File: config.mk
export PLATFORM = sky130hd
export DESIGN_NAME = shamt_sel_shifter_flat
export DESIGN_NICKNAME = d
export VERILOG_FILES = /design/src/rtl/shamt_sel_shifter_pkg.sv /design/src/rtl/shamt_sel_shifter_if.sv /design/src/rtl/shamt_sel_shifter_src_mux.sv /design/src/rtl/shamt_sel_shifter.sv /design/src/flat_wrapper.sv
export SDC_FILE = /design/constraint.sdc
export NUM_CORES = 1
export LEC_CHECK = 0
export BUFFER_PORTS_ARGS = -buffer_cell sky130_fd_sc_hd__buf_4
export CAP_MARGIN = 20
export CORE_MARGIN = 4
export CORE_UTILIZATION = 40
export DETAILED_ROUTE_END_ITERATION = 8
export SYNTH_ARGS = -nofsm -noshare
export SYNTH_HDL_FRONTEND = slang
export SYNTH_SLANG_ARGS = --single-unit
File: constraint.sdc
create_clock -name clk -period 4.13 [get_ports clk]
set_input_delay 1.0325 -clock clk [delete_from_list [all_inputs] [get_ports clk]]
set_output_delay 1.0325 -clock clk [all_outputs]
set_load 0.01 [all_outputs]
File: src/rtl/shamt_sel_shifter_pkg.sv
// Shared definitions for the shift-amount select shifter: mode encodings,
// FSM state type, default widths and the select-width helper.
package shamt_pkg;

    localparam int unsigned DEF_DATA_W  = 32;
    localparam int unsigned DEF_SHAMT_W = 5;
    localparam int unsigned DEF_NUM_SRC = 3;

    localparam logic [1:0] MODE_SLL = 2'b00;
    localparam logic [1:0] MODE_SRL = 2'b01;
    localparam logic [1:0] MODE_SRA = 2'b10;
    localparam logic [1:0] MODE_RSV = 2'b11;

    typedef enum logic [1:0] {
        IDLE  = 2'd0,
        SHIFT = 2'd1,
        DONE  = 2'd2
    } state_t;

    // A single source still needs a 1-bit select.
    function automatic int unsigned sel_width(input int unsigned n);
        return (n > 2) ? $clog2(n) : 1;
    endfunction

endpackage

File: src/rtl/shamt_sel_shifter_if.sv
// Request/response bundle between the datapath control and the shifter.
interface shamt_sel_shifter_if
    import shamt_pkg::*;
#(
    parameter int unsigned DATA_W  = DEF_DATA_W,
    parameter int unsigned SHAMT_W = DEF_SHAMT_W,
    parameter int unsigned NUM_SRC = DEF_NUM_SRC
);
    localparam int unsigned SEL_W = sel_width(NUM_SRC);

    logic                       start;
    logic [SEL_W-1:0]           sel;
    logic [NUM_SRC*SHAMT_W-1:0] shamt_src;
    logic [1:0]                 mode;
    logic [DATA_W-1:0]          data_in;
    logic                       busy;
    logic                       done;
    logic [DATA_W-1:0]          data_out;
    logic                       sel_err;

    modport master (
        output start, sel, shamt_src, mode, data_in,
        input  busy, done, data_out, sel_err
    );

    modport slave (
        input  start, sel, shamt_src, mode, data_in,
        output busy, done, data_out, sel_err
    );

endinterface

File: src/rtl/shamt_sel_shifter_src_mux.sv
// NUM_SRC:1 select of SHAMT_W-bit fields; an undecoded select yields 0 and
// raises the out-of-range flag.
module shamt_src_mux
    import shamt_pkg::*;
#(
    parameter int unsigned SHAMT_W = DEF_SHAMT_W,
    parameter int unsigned NUM_SRC = DEF_NUM_SRC,
    parameter int unsigned SEL_W   = sel_width(NUM_SRC)
) (
    input  logic [SEL_W-1:0]           sel,
    input  logic [NUM_SRC*SHAMT_W-1:0] src,
    output logic [SHAMT_W-1:0]         shamt_c,
    output logic                       oob_c
);

    always_comb begin
        shamt_c = '0;
        oob_c   = 1'b1;
        for (int unsigned k = 0; k < NUM_SRC; k++) begin
            if (sel == SEL_W'(k)) begin
                shamt_c = src[k*SHAMT_W +: SHAMT_W];
                oob_c   = 1'b0;
            end
        end
    end

endmodule

File: src/rtl/shamt_sel_shifter.sv
// Iterative SLL/SRL/SRA shifter with selectable shift-amount source and a
// start/busy/done handshake. Define SHAMT_SEL_SHIFTER_STEP4_EN for 4-bit steps.
module shamt_sel_shifter
    import shamt_pkg::*;
#(
    parameter int unsigned DATA_W  = DEF_DATA_W,
    parameter int unsigned SHAMT_W = DEF_SHAMT_W,
    parameter int unsigned NUM_SRC = DEF_NUM_SRC
) (
    input  logic               clk,
    input  logic               reset_n,
    shamt_sel_shifter_if.slave bus
);

    localparam int unsigned SEL_W = sel_width(NUM_SRC);

    state_t              state, state_nx;
    logic [DATA_W-1:0]   work, work_nx;
    logic [SHAMT_W-1:0]  count, count_nx;
    logic [1:0]          mode_q, mode_nx;
    logic [SHAMT_W-1:0]  shamt_c;
    logic                oob_c;
    logic [SHAMT_W-1:0]  step_c;
    logic                accept_c;

    shamt_src_mux #(
        .SHAMT_W (SHAMT_W),
        .NUM_SRC (NUM_SRC),
        .SEL_W   (SEL_W)
    ) u_src_mux (
        .sel     (bus.sel),
        .src     (bus.shamt_src),
        .shamt_c (shamt_c),
        .oob_c   (oob_c)
    );

    assign accept_c = (state == IDLE) && bus.start;

    // Per-cycle shift distance.
`ifdef SHAMT_SEL_SHIFTER_STEP4_EN
    assign step_c = (count >= SHAMT_W'(4)) ? SHAMT_W'(4) : SHAMT_W'(1);
`else
    assign step_c = SHAMT_W'(1);
`endif

    always_comb begin
        state_nx = state;
        work_nx  = work;
        count_nx = count;
        mode_nx  = mode_q;
        unique case (state)
            IDLE: begin
                if (bus.start) begin
                    work_nx  = bus.data_in;
                    mode_nx  = bus.mode;
                    count_nx = shamt_c;
                    state_nx = (shamt_c != '0) ? SHIFT : DONE;
                end
            end
            SHIFT: begin
                count_nx = count - step_c;
                case (mode_q)
                    MODE_SLL: work_nx = work << step_c;
                    MODE_SRL: work_nx = work >> step_c;
                    MODE_SRA: work_nx = DATA_W'($signed(work) >>> step_c);
                    default:  work_nx = work;
                endcase
                if (count == step_c) state_nx = DONE;
            end
            DONE:    state_nx = IDLE;
            default: state_nx = IDLE;
        endcase
    end

    // State, datapath and registered outputs; outputs track the next state so
    // busy/done line up with the SHIFT/DONE cycles.
    always_ff @(posedge clk or negedge reset_n) begin
        if (!reset_n) begin
            state        <= IDLE;
            work         <= '0;
            count        <= '0;
            mode_q       <= MODE_SLL;
            bus.busy     <= 1'b0;
            bus.done     <= 1'b0;
            bus.data_out <= '0;
            bus.sel_err  <= 1'b0;
        end else begin
            state    <= state_nx;
            work     <= work_nx;
            count    <= count_nx;
            mode_q   <= mode_nx;
            bus.busy <= (state_nx == SHIFT);
            bus.done <= (state_nx == DONE);
            if (state_nx == DONE) bus.data_out <= work_nx;
            if (accept_c) bus.sel_err <= oob_c | (bus.mode == MODE_RSV);
        end
    end

endmodule

File: src/flat_wrapper.sv
// flat-port wrapper written by rule: the top's interface ports become plain ports
module shamt_sel_shifter_flat import shamt_pkg::*;
#(
    parameter int unsigned DATA_W  = DEF_DATA_W,
    parameter int unsigned SHAMT_W = DEF_SHAMT_W,
    parameter int unsigned NUM_SRC = DEF_NUM_SRC
)
  (clk, reset_n, bus_start, bus_sel, bus_shamt_src, bus_mode, bus_data_in, bus_busy, bus_done, bus_data_out, bus_sel_err);
  shamt_sel_shifter_if #(.DATA_W(DATA_W), .SHAMT_W(SHAMT_W), .NUM_SRC(NUM_SRC)) bus_i ();
  input  logic clk;
  input  logic reset_n;
  input wire logic [$bits(bus_i.start)-1:0] bus_start;
  input wire logic [$bits(bus_i.sel)-1:0] bus_sel;
  input wire logic [$bits(bus_i.shamt_src)-1:0] bus_shamt_src;
  input wire logic [$bits(bus_i.mode)-1:0] bus_mode;
  input wire logic [$bits(bus_i.data_in)-1:0] bus_data_in;
  output wire logic [$bits(bus_i.busy)-1:0] bus_busy;
  output wire logic [$bits(bus_i.done)-1:0] bus_done;
  output wire logic [$bits(bus_i.data_out)-1:0] bus_data_out;
  output wire logic [$bits(bus_i.sel_err)-1:0] bus_sel_err;
  assign bus_i.start = bus_start;
  assign bus_i.sel = bus_sel;
  assign bus_i.shamt_src = bus_shamt_src;
  assign bus_i.mode = bus_mode;
  assign bus_i.data_in = bus_data_in;
  assign bus_busy = bus_i.busy;
  assign bus_done = bus_i.done;
  assign bus_data_out = bus_i.data_out;
  assign bus_sel_err = bus_i.sel_err;
  shamt_sel_shifter #(.DATA_W(DATA_W), .SHAMT_W(SHAMT_W), .NUM_SRC(NUM_SRC)) u_core (.clk(clk), .reset_n(reset_n), .bus(bus_i));
endmodule
==> results of run 1 <==
-- per-stage QoR --
step,area (sq um),hold slack (ns),std cells
after floorplan,4168,0.4840,414
after global placement,4868,0.4782,608
after detailed placement,4883,0.4773,609
after CTS,5134,0.5062,625
after global routing,5134,0.5270,625
final,5134,0.5003,625
-- report_power, final --
part | internal (uW) | leakage, uW | switching, uW
sequential | 1120 | 0.000869 | 385
clock | 434 | 0.000127 | 286
combinational | 980 | 0.00123 | 995
total | 2530 | 0.00223 | 1670
-- flip-flops by register name, indices dropped and copies added, names as in the netlist --
register and flops:
u_core.bus.busy 1, u_core.work 32, u_core.state 2, u_core.mode_q 2, u_core.bus.sel_err 1, u_core.count 5, u_core.bus.data_out 32, u_core.bus.done 1
-- cells by family after synthesis --
kind of cell / count (synthesis)
buffers and inverters: 39
XOR/XNOR: 1
adder cells (fa/ha/maj): 2
AO/OA/AOI/OAI: 178
multiplexers: 44
flip-flops: 76
AND/OR/NAND/NOR: 74
-- final timing paths --
| path | start | to | slack (ns) | depth (start not counted) |
|---|---|---|---|---|
| worst max-delay path | bus_start | u_core.bus.data_out[2] | 1.43 | 7 |
| worst min-delay path | u_core.bus.data_out[18] | u_core.bus.data_out[18] | 0.50 | 1 |
| worst max register to register | u_core.state[0] | u_core.bus.data_out[2] | 1.50 | 5 |
| worst min register to register | u_core.bus.data_out[18] | u_core.bus.data_out[18] | 0.50 | 1 |
| max in group asynchronous | reset_n | u_core.bus.data_out[31] | 2.69 | 1 |
| min in group asynchronous | reset_n | u_core.bus.data_out[9] | 0.83 | 1 |
-- synthesized netlist by cell type (2+ instances only) --
master	count	area (sq um)
nor2b_1	16	100.1
mux2i_1	10	100.1
a31oi_1	2	12.51
a2bb2oi_1	3	26.28
clkbuf_1	18	67.56
buf_4	3	22.52
mux2_1	4	45.04
nand2b_1	15	93.84
a21oi_1	51	255.2
ha_1	2	25.02
o22ai_1	45	281.5
nand2_1	8	30.03
nor3_1	3	15.01
nor2_1	12	45.04
a21o_1	15	112.6
o22a_1	2	17.52
mux2_4	11	165.2
inv_1	5	18.77
buf_2	4	20.02
a22oi_1	2	15.01
o21ai_0	50	250.2
buf_6	5	56.30
dfrtp_1	76	1902
mux2_2	19	214.0
nand3b_1	13	97.59
buf_1	2	7.510
o221ai_1	2	17.52
-- final cells by class --
type	count	share of cell area, %
Clock inverter	4	1.852
Sequential cell	76	37.05
Clock buffer	12	3.022
Timing Repair Buffer	95	14.04
Multi-Input combinational cell	299	40.36
Inverter	6	0.4387
Tap cell	133	3.242
-- per-layer routing --
metal / part of all wire [%] / wire length (microns) / track usage, % / vias to the layer above
met5: 0 / 0 / 0 / -
met4: 1.7 / 184 / 7.302 / 0
met3: 7.6 / 815 / 3.436 / 14
met2: 45 / 4784 / 27.73 / 129
met1: 46 / 4909 / 26.34 / 1697
li1: - / - / - / 1680
-- worst max-delay path, delay by kind of cell --
| family | cells | cell delay (ns) |
|---|---|---|
| buffers and inverters | 2 | 0.70 |
| AND/OR/NAND/NOR | 2 | 0.44 |
| multiplexers | 1 | 0.37 |
| AO/OA/AOI/OAI | 2 | 0.36 |
==> impl_metrics.json, run 1 <==
{
  "path_class": "in -> reg",
  "synth_simple_gate_area_share_pct": 10.69,
  "synth-compound-area-share_pct": 25.46,
  "port_buffers": 88,
  "start_util_pct": 41.87,
  "layout-drive-gt1-share_pct": 30.08,
  "synthesis.nets": 470,
  "seqCellArea_sq_um": 1902,
  "hold_buffers": 0,
  "synthArstFlopShare_pct": 100.0,
  "grt_pass1_vias": 3322,
  "syn-cell-area_sq_um": 4168,
  "avgViaCountPerCell": 5.632,
  "fillCellCount": 948,
  "dieWidth_microns": 110.1,
  "startpoint_type": "input pin",
  "slowest_stage": "buf_4",
  "cts-htree-levels": 3,
  "fmax_mhz": 370.7,
  "setup_violations": 0,
  "tightest_slew_ns": 1.070,
  "overflow": 0,
  "finalClockSkew_ns": 0.01254,
  "report.final.slew_viol_count": 0,
  "outcome": "finished clean",
  "p_leak_uw": 0.002228,
  "grtUsageTotal_pct": 18.48,
  "setup_ws_ns": 1.433,
  "grt_pass1_wl_microns": 17300,
  "hold_viol": 0,
  "worst_skew_pair.late_latency_ns": 0.37,
  "cp.required_ns": 4.37,
  "cts_buffers": 9,
  "hold_path_class": "reg -> reg",
  "synthXorXnorAreaFrac_pct": 0.2101,
  "path_clk_slew_ns": 0.08,
  "max_stage_delay_ns": 0.40,
  "synth_seq_area_share_pct": 45.63,
  "synthCells": 414,
  "grt_max_degree": 77,
  "root_buffer": "clkbuf_8",
  "cts_sinks": 76,
  "coreArea_sq_um": 9955,
  "via_count": 3520,
  "dp_slack_ns": 1.042,
  "dr.pass1.iters": 4,
  "cts_buffer_depth": 2,
  "finalPower_uw": 4199,
  "fp.dieH_microns": 110.1,
  "maxCapViolCount": 0,
  "post-route-period-util_pct": 65.31,
  "diodes": 0,
  "critPathMostFrequentCell": "buf_4",
  "final_util_pct": 51.57,
  "dp_hpwl_microns": 6983,
  "vdd_drop_max_v": 0.0003869,
  "cellPowerDensity_nw_per_um2": 818.0,
  "ys_types": 43,
  "max_slew_margin_pct": 28.65,
  "yosys_warnings": 0,
  "yosys_register_bits": 76,
  "syn_to_final_growth_pct": 23.18,
  "grt_setup_unrepaired": "no",
  "endpoint_kind": "flop",
  "dr.first_iter.drc_count": 134,
  "tns_ns": 0,
  "ctsResizeCount": 0,
  "gp_congestion": 0.7682,
  "crit_chain": "buf_4 > nand2b_4 > nor2_2 > o211ai_2 > o22ai_4 > buf_4 > mux2_2",
  "cts_tree": "built",
  "drc": 0,
  "antenna_found_initial": 0,
  "drt-wirelength-per-cell_microns": 17.11,
  "muxShareOfSynthArea_pct": 12.58,
  "wirelength_microns": 10690,
  "crit_fanout": 49,
  "cts_setup_buffers": 0,
  "fin_nets": 543,
  "rows": 36,
  "timing.final.crit_period_ns": 2.697,
  "synth_top_family_by_area": "compound AO/OA/AOI/OAI gates",
  "die-area_sq_um": 12120,
  "synthFlopType": "dfrtp_1",
  "final_cell_mix": "buf_4, dfrtp_1, a21oi_1, o21ai_0, o22ai_1",
  "multi_input_area_sq_um": 2072,
  "io-pin-count": 89,
  "worstPathArrival_ns": 2.94,
  "final_common_cell": "buf_4",
  "synth-edff-count": 0,
  "synth-adder-area-share_pct": 0.6004,
  "synth.avg_cell_area_sq_um": 10.07,
  "ant_nets": 0
}
Power figures use the tool's default switching activity.
==> inputs of run 2 (changes only) <==
==> constraint.sdc (replaced) <==
create_clock -name clk -period 2.7 [get_ports clk]
set_input_delay 0.675 -clock clk [delete_from_list [all_inputs] [get_ports clk]]
set_output_delay 0.675 -clock clk [all_outputs]
set_load 0.01 [all_outputs]
==> run 2 against run 1 <==
Net effect: first-iteration DRC count grew 46%; total power grew 47%; sequential cell count is the same; cell count grew 1.4%; largest cell class unchanged.
==> impl_metrics.json, run 2 (same netlist as run 1, synthesis figures left out) <==
{
  "cts_sinks": 76,
  "worst_skew_pair.late_latency_ns": 0.34,
  "path_clk_slew_ns": 0.08,
  "overflow": 0,
  "fp.dieH_microns": 110.1,
  "rrSetupSlack_ns": 0.59,
  "grt_pass1_vias": 3562,
  "tns_ns": 0,
  "grt_pass1_wl_microns": 18100,
  "top_regs": "u_core.bus.data_out (32), u_core.work (32), u_core.count (5)",
  "grtUsageMet3_pct": 4.193,
  "slowest_stage": "mux2_2",
  "fin_cells": 634,
  "endpoint_kind": "flop",
  "finalPower_uw": 6177,
  "syn_to_final_growth_pct": 23.51,
  "cts_buffers": 9,
  "avgViaCountPerCell": 5.606,
  "holdWs_ns": 0.2792,
  "dr.first_iter.drc_count": 196,
  "antenna_found_initial": 0,
  "grt_max_degree": 43,
  "worstPathArrival_ns": 2.36,
  "dp_hpwl_microns": 7489,
  "die-area_sq_um": 12120,
  "maxCapViolCount": 0,
  "gp_congestion": 0.7901,
  "dp_slack_ns": 0.1918,
  "p_leak_uw": 0.002250,
  "cp.required_ns": 2.93,
  "port_buffers": 88,
  "timing.final.crit_period_ns": 2.134,
  "finalClockSkew_ns": 0.006028,
  "grt_busiest_layer": "met2",
  "cellPowerDensity_nw_per_um2": 1200,
  "start_util_pct": 41.87,
  "layout-drive-gt1-share_pct": 31.34,
  "final_cell_mix": "buf_4, dfrtp_1, a21oi_1, o21ai_0, o22ai_1",
  "cts_setup_buffers": 0,
  "grt_setup_unrepaired": "no",
  "dp.cells": 619,
  "post-route-period-util_pct": 79.02,
  "outcome": "finished clean",
  "report.final.slew_viol_count": 0,
  "setup_ws_ns": 0.5664,
  "cts_buffer_depth": 2,
  "max_stage_delay_ns": 0.35,
  "cts-htree-levels": 3,
  "max_slew_margin_pct": 29.64,
  "grt_use_met2_pct": 29.59,
  "gr-usage-met1_pct": 26.97,
  "root_buffer": "clkbuf_8",
  "fin_nets": 554,
  "dieWidth_microns": 110.1,
  "dr.pass1.iters": 4,
  "fmax_mhz": 468.7,
  "drt-wirelength-per-cell_microns": 17.42,
  "fillCellCount": 960,
  "tightest_slew_ns": 1.055,
  "path_class": "in -> reg",
  "setup_violations": 0,
  "io-pin-count": 89,
  "final_common_cell": "buf_4",
  "vdd_drop_max_v": 0.0005733,
  "drc": 0,
  "via_count": 3554,
  "hold_path_class": "in -> async",
  "critPathMostFrequentCell": "buf_4",
  "ant_nets": 0,
  "startpoint_type": "input pin",
  "crit_chain": "buf_4 > mux2i_1 > a2bb2oi_1 > nand4_2 > o22ai_4 > buf_4 > mux2_2",
  "hold_buffers": 0,
  "crit_fanout": 12,
  "diodes": 0,
  "wirelength_microns": 11040,
  "grtUsageTotal_pct": 18.99,
  "cts_tree": "built",
  "hold_viol": 0,
  "coreArea_sq_um": 9955,
  "rows": 36,
  "ctsResizeCount": 0
}
run 2: worst paths after layout:
path                       cells past startpoint               startpoint                      end
min                                            1                  reset_n   u_core.bus.data_out[9]
min reg2reg                                    1  u_core.bus.data_out[24]  u_core.bus.data_out[24]
max reg2reg                                    5         u_core.mode_q[1]  u_core.bus.data_out[20]
max in group asynchronous                      2                  reset_n  u_core.bus.data_out[31]
max                                            7               bus_sel[0]  u_core.bus.data_out[27]
min in group clk                               1  u_core.bus.data_out[24]  u_core.bus.data_out[24]
run 2: critical path: cells and delay by family:
kind	cells	cell delay, ns
compound gates	2	0.51
buf+inv	2	0.41
mux	2	0.55
simple gates	1	0.21
run 2: area by class of cell:
class	instances	area, sq um	share of cell area, %
multi-input combinational	299	2072	40.25
clock buffer	11	141.4	2.747
tap	133	166.4	3.233
timing repair buffer	106	828.3	16.09
sequential	76	1902	36.95
inverter	6	22.52	0.4375
clock inverter	3	15.01	0.2917
run 2: through the flow:
step | util, % | area (sq um)
after floorplan | - | 4168
after global placement | 49.91 | 4969
after detailed placement | 50.06 | 4984
after CTS | 51.63 | 5140
after global routing | 51.71 | 5147
final | 51.71 | 5147
run 2: metal layers:
| metal | routed length, microns | vias to the layer above | part of all wire (%) |
|---|---|---|---|
| met5 | 0 | - | 0 |
| met4 | 54 | 0 | 0.49 |
| met3 | 660 | 8 | 6.0 |
| met2 | 5061 | 107 | 46 |
| met1 | 5269 | 1736 | 48 |
| li1 | - | 1703 | - |
run 2: report_power, final:
| group | switching (uW) | total [uW] | internal [uW] | leakage (uW) |
|---|---|---|---|---|
| sequential | 520 | 2230 | 1710 | 0.000869 |
| clock | 413 | 758 | 345 | 0.0000848 |
| combinational | 1620 | 3190 | 1570 | 0.00130 |
==> inputs of run 3 (changes only) <==
==> constraint.sdc (replaced) <==
create_clock -name clk -period 2 [get_ports clk]
set_input_delay 0.5 -clock clk [delete_from_list [all_inputs] [get_ports clk]]
set_output_delay 0.5 -clock clk [all_outputs]
set_load 0.01 [all_outputs]
==> run 3 against run 2 <==
Net effect: setup slack got worse by 0.37 ns; register-to-register slack got worse by 0.39 ns; routed wire length increased by 0.42%; clock skew increased by 0.0018 ns; global-route usage increased by 0.22 points; critical path type unchanged; combinational power increased by 41%; die area unchanged; critical path depth unchanged.
==> impl_metrics.json, run 3 (same netlist as run 1, synthesis figures left out) <==
{
  "wl_met3_microns": 718,
  "final_cell_mix": "buf_4, dfrtp_1, a21oi_1, o21ai_0, o22ai_1",
  "start_util_pct": 41.87,
  "diodes": 0,
  "antenna_found_initial": 0,
  "p_int_uw": 5330,
  "p_sw_share_pct": 39.71,
  "root_buffer": "clkbuf_8",
  "fillCellCount": 918,
  "r2r-start": "u_core.mode_q[1]",
  "final_common_cell": "buf_4",
  "report.final.slew_viol_count": 0,
  "fp.dieH_microns": 110.1,
  "port_buffers": 88,
  "maxCapViolCount": 0,
  "dr.max_layer_used": "met4",
  "crit_end": "u_core.bus.data_out[2]",
  "cts_buffers": 9,
  "hold_path_class": "in -> async",
  "wl_met2_microns": 5148,
  "rows": 36,
  "io-pin-count": 89,
  "seqPwrFrac_pct": 34.0,
  "fmax_mhz": 553.0,
  "outcome": "finished clean",
  "timing.final.crit_period_ns": 1.808,
  "hold_buffers": 0,
  "combPwrFrac_pct": 51.0,
  "crit_fanout": 15,
  "coreArea_sq_um": 9955,
  "syn_to_final_growth_pct": 29.36,
  "seqCellArea_sq_um": 1902,
  "rrSetupSlack_ns": 0.20,
  "path_class": "in -> reg",
  "multi_input_area_sq_um": 2111,
  "final_util_pct": 54.16,
  "worstReg2RegEnd": "u_core.bus.data_out[20]",
  "drt-met1-wl_microns": 5094,
  "cts-htree-levels": 3,
  "endpoint_kind": "flop",
  "tightest_slew_ns": 0.7100,
  "dp_hpwl_microns": 7750,
  "grt_pass1_vias": 3607,
  "switching_power_uw": 3511,
  "top_regs": "u_core.bus.data_out (32), u_core.work (32), u_core.count (5)",
  "finalClockSkew_ns": 0.007836,
  "hold_viol": 0,
  "dr.pass1.iters": 5,
  "via_count": 3601,
  "gp_congestion": 0.8105,
  "drt-wirelength-per-cell_microns": 17.01,
  "cts_setup_buffers": 0,
  "p_leak_uw": 0.002364,
  "clkPwrFrac_pct": 15.0,
  "worstPathArrival_ns": 2.04,
  "worst_skew_pair.late_latency_ns": 0.35,
  "grt_pass1_wl_microns": 18160,
  "grtUsageTotal_pct": 19.20,
  "wirelength_microns": 11090,
  "avgViaCountPerCell": 5.523,
  "holdWs_ns": 0.01800,
  "cts_sinks": 76,
  "post-route-period-util_pct": 90.42,
  "cts_tree": "built",
  "max_slew_margin_pct": 52.46,
  "fin_nets": 570,
  "drc": 0,
  "grt_setup_unrepaired": "no",
  "overflow": 0,
  "cts_buffer_depth": 2,
  "ff2ff_path_depth": 6,
  "grt_max_degree": 40,
  "vdd_drop_max_v": 0.0008039,
  "cellPowerDensity_nw_per_um2": 1640,
  "crit_path_start": "bus_sel[0]",
  "setup_violations": 0,
  "ant_nets": 0,
  "die-area_sq_um": 12120,
  "dr.first_iter.drc_count": 175,
  "cp.required_ns": 2.24,
  "layout-drive-gt1-share_pct": 34.87,
  "startpoint_type": "input pin",
  "path_clk_slew_ns": 0.09,
  "tns_ns": 0,
  "dieWidth_microns": 110.1
}
-- run 3: cell types whose count changed in the layout (fill, tap and decap cells not counted), sizes merged --
cell,change
bufinv,+2
clkinv,-1
clkbuf,-1
clkinvlp,+1
buf,+16
inv,+1
-- run 3: repair_timing --
| action | CTS | global route |
|---|---|---|
| endpoints found under the setup margin | 2 | 1 |
| pin swaps | 0 | 0 |
| gates resized for setup | 1 | 2 |
-- run 3: worst max-delay path: stages --
cell and delay, ns:
buf_4 0.12, mux2i_1 0.22, a2bb2oi_2 0.21, nand4_2 0.17, o22ai_4 0.25, buf_12 0.21, mux2_2 0.35
-- run 3: worst min path at each step --
| stage | endpoint | from |
|---|---|---|
| after CTS | u_core.bus.data_out[12] | reset_n |
| after global placement | u_core.bus.sel_err | reset_n |
| after floorplan | u_core.bus.busy | reset_n |
| after global routing | u_core.bus.data_out[12] | reset_n |
| after detailed placement | u_core.bus.sel_err | reset_n |
| final | u_core.bus.data_out[12] | reset_n |
-- run 3: layer usage --
layer	vias to the layer above	global-route usage, %
met5	-	0
li1	1731	-
met2	114	30.11
met4	0	5.521
met1	1746	26.64
met3	10	4.310
-- run 3: area by class of cell --
cell class                 instances  share of cell area [%]
tap                              133                   3.087
sequential                        76                   35.27
inverter                           6                  0.4177
clock inverter                     6                   1.601
timing repair buffer             122                   17.92
multi-input combinational        299                   39.15
clock buffer                      10                   2.553
-- run 3: power groups by stage --
stage          registers, uW  logic [uW]  clock network, uW
6_report                3000        4510               1330
5_1_grt                 3130        5020               1430
4_1_cts                 2980        4530               1370
3_5_place_dp            3000        4520                  0
3_3_place_gp            2990        4400                  0
2_1_floorplan           2990        2830                  0
-- run 3: metrics by stage --
step / setup slack [ns] / area [sq um] / power (uW) / cells
after floorplan: -0.01253 / 4202 / 5820 / 414
after global placement: -0.1707 / 5151 / 7393 / 636
after detailed placement: -0.2739 / 5151 / 7520 / 636
after CTS: 0.1270 / 5378 / 8886 / 652
after global routing: 0.04320 / 5391 / 9576 / 652
final: 0.1916 / 5391 / 8841 / 652
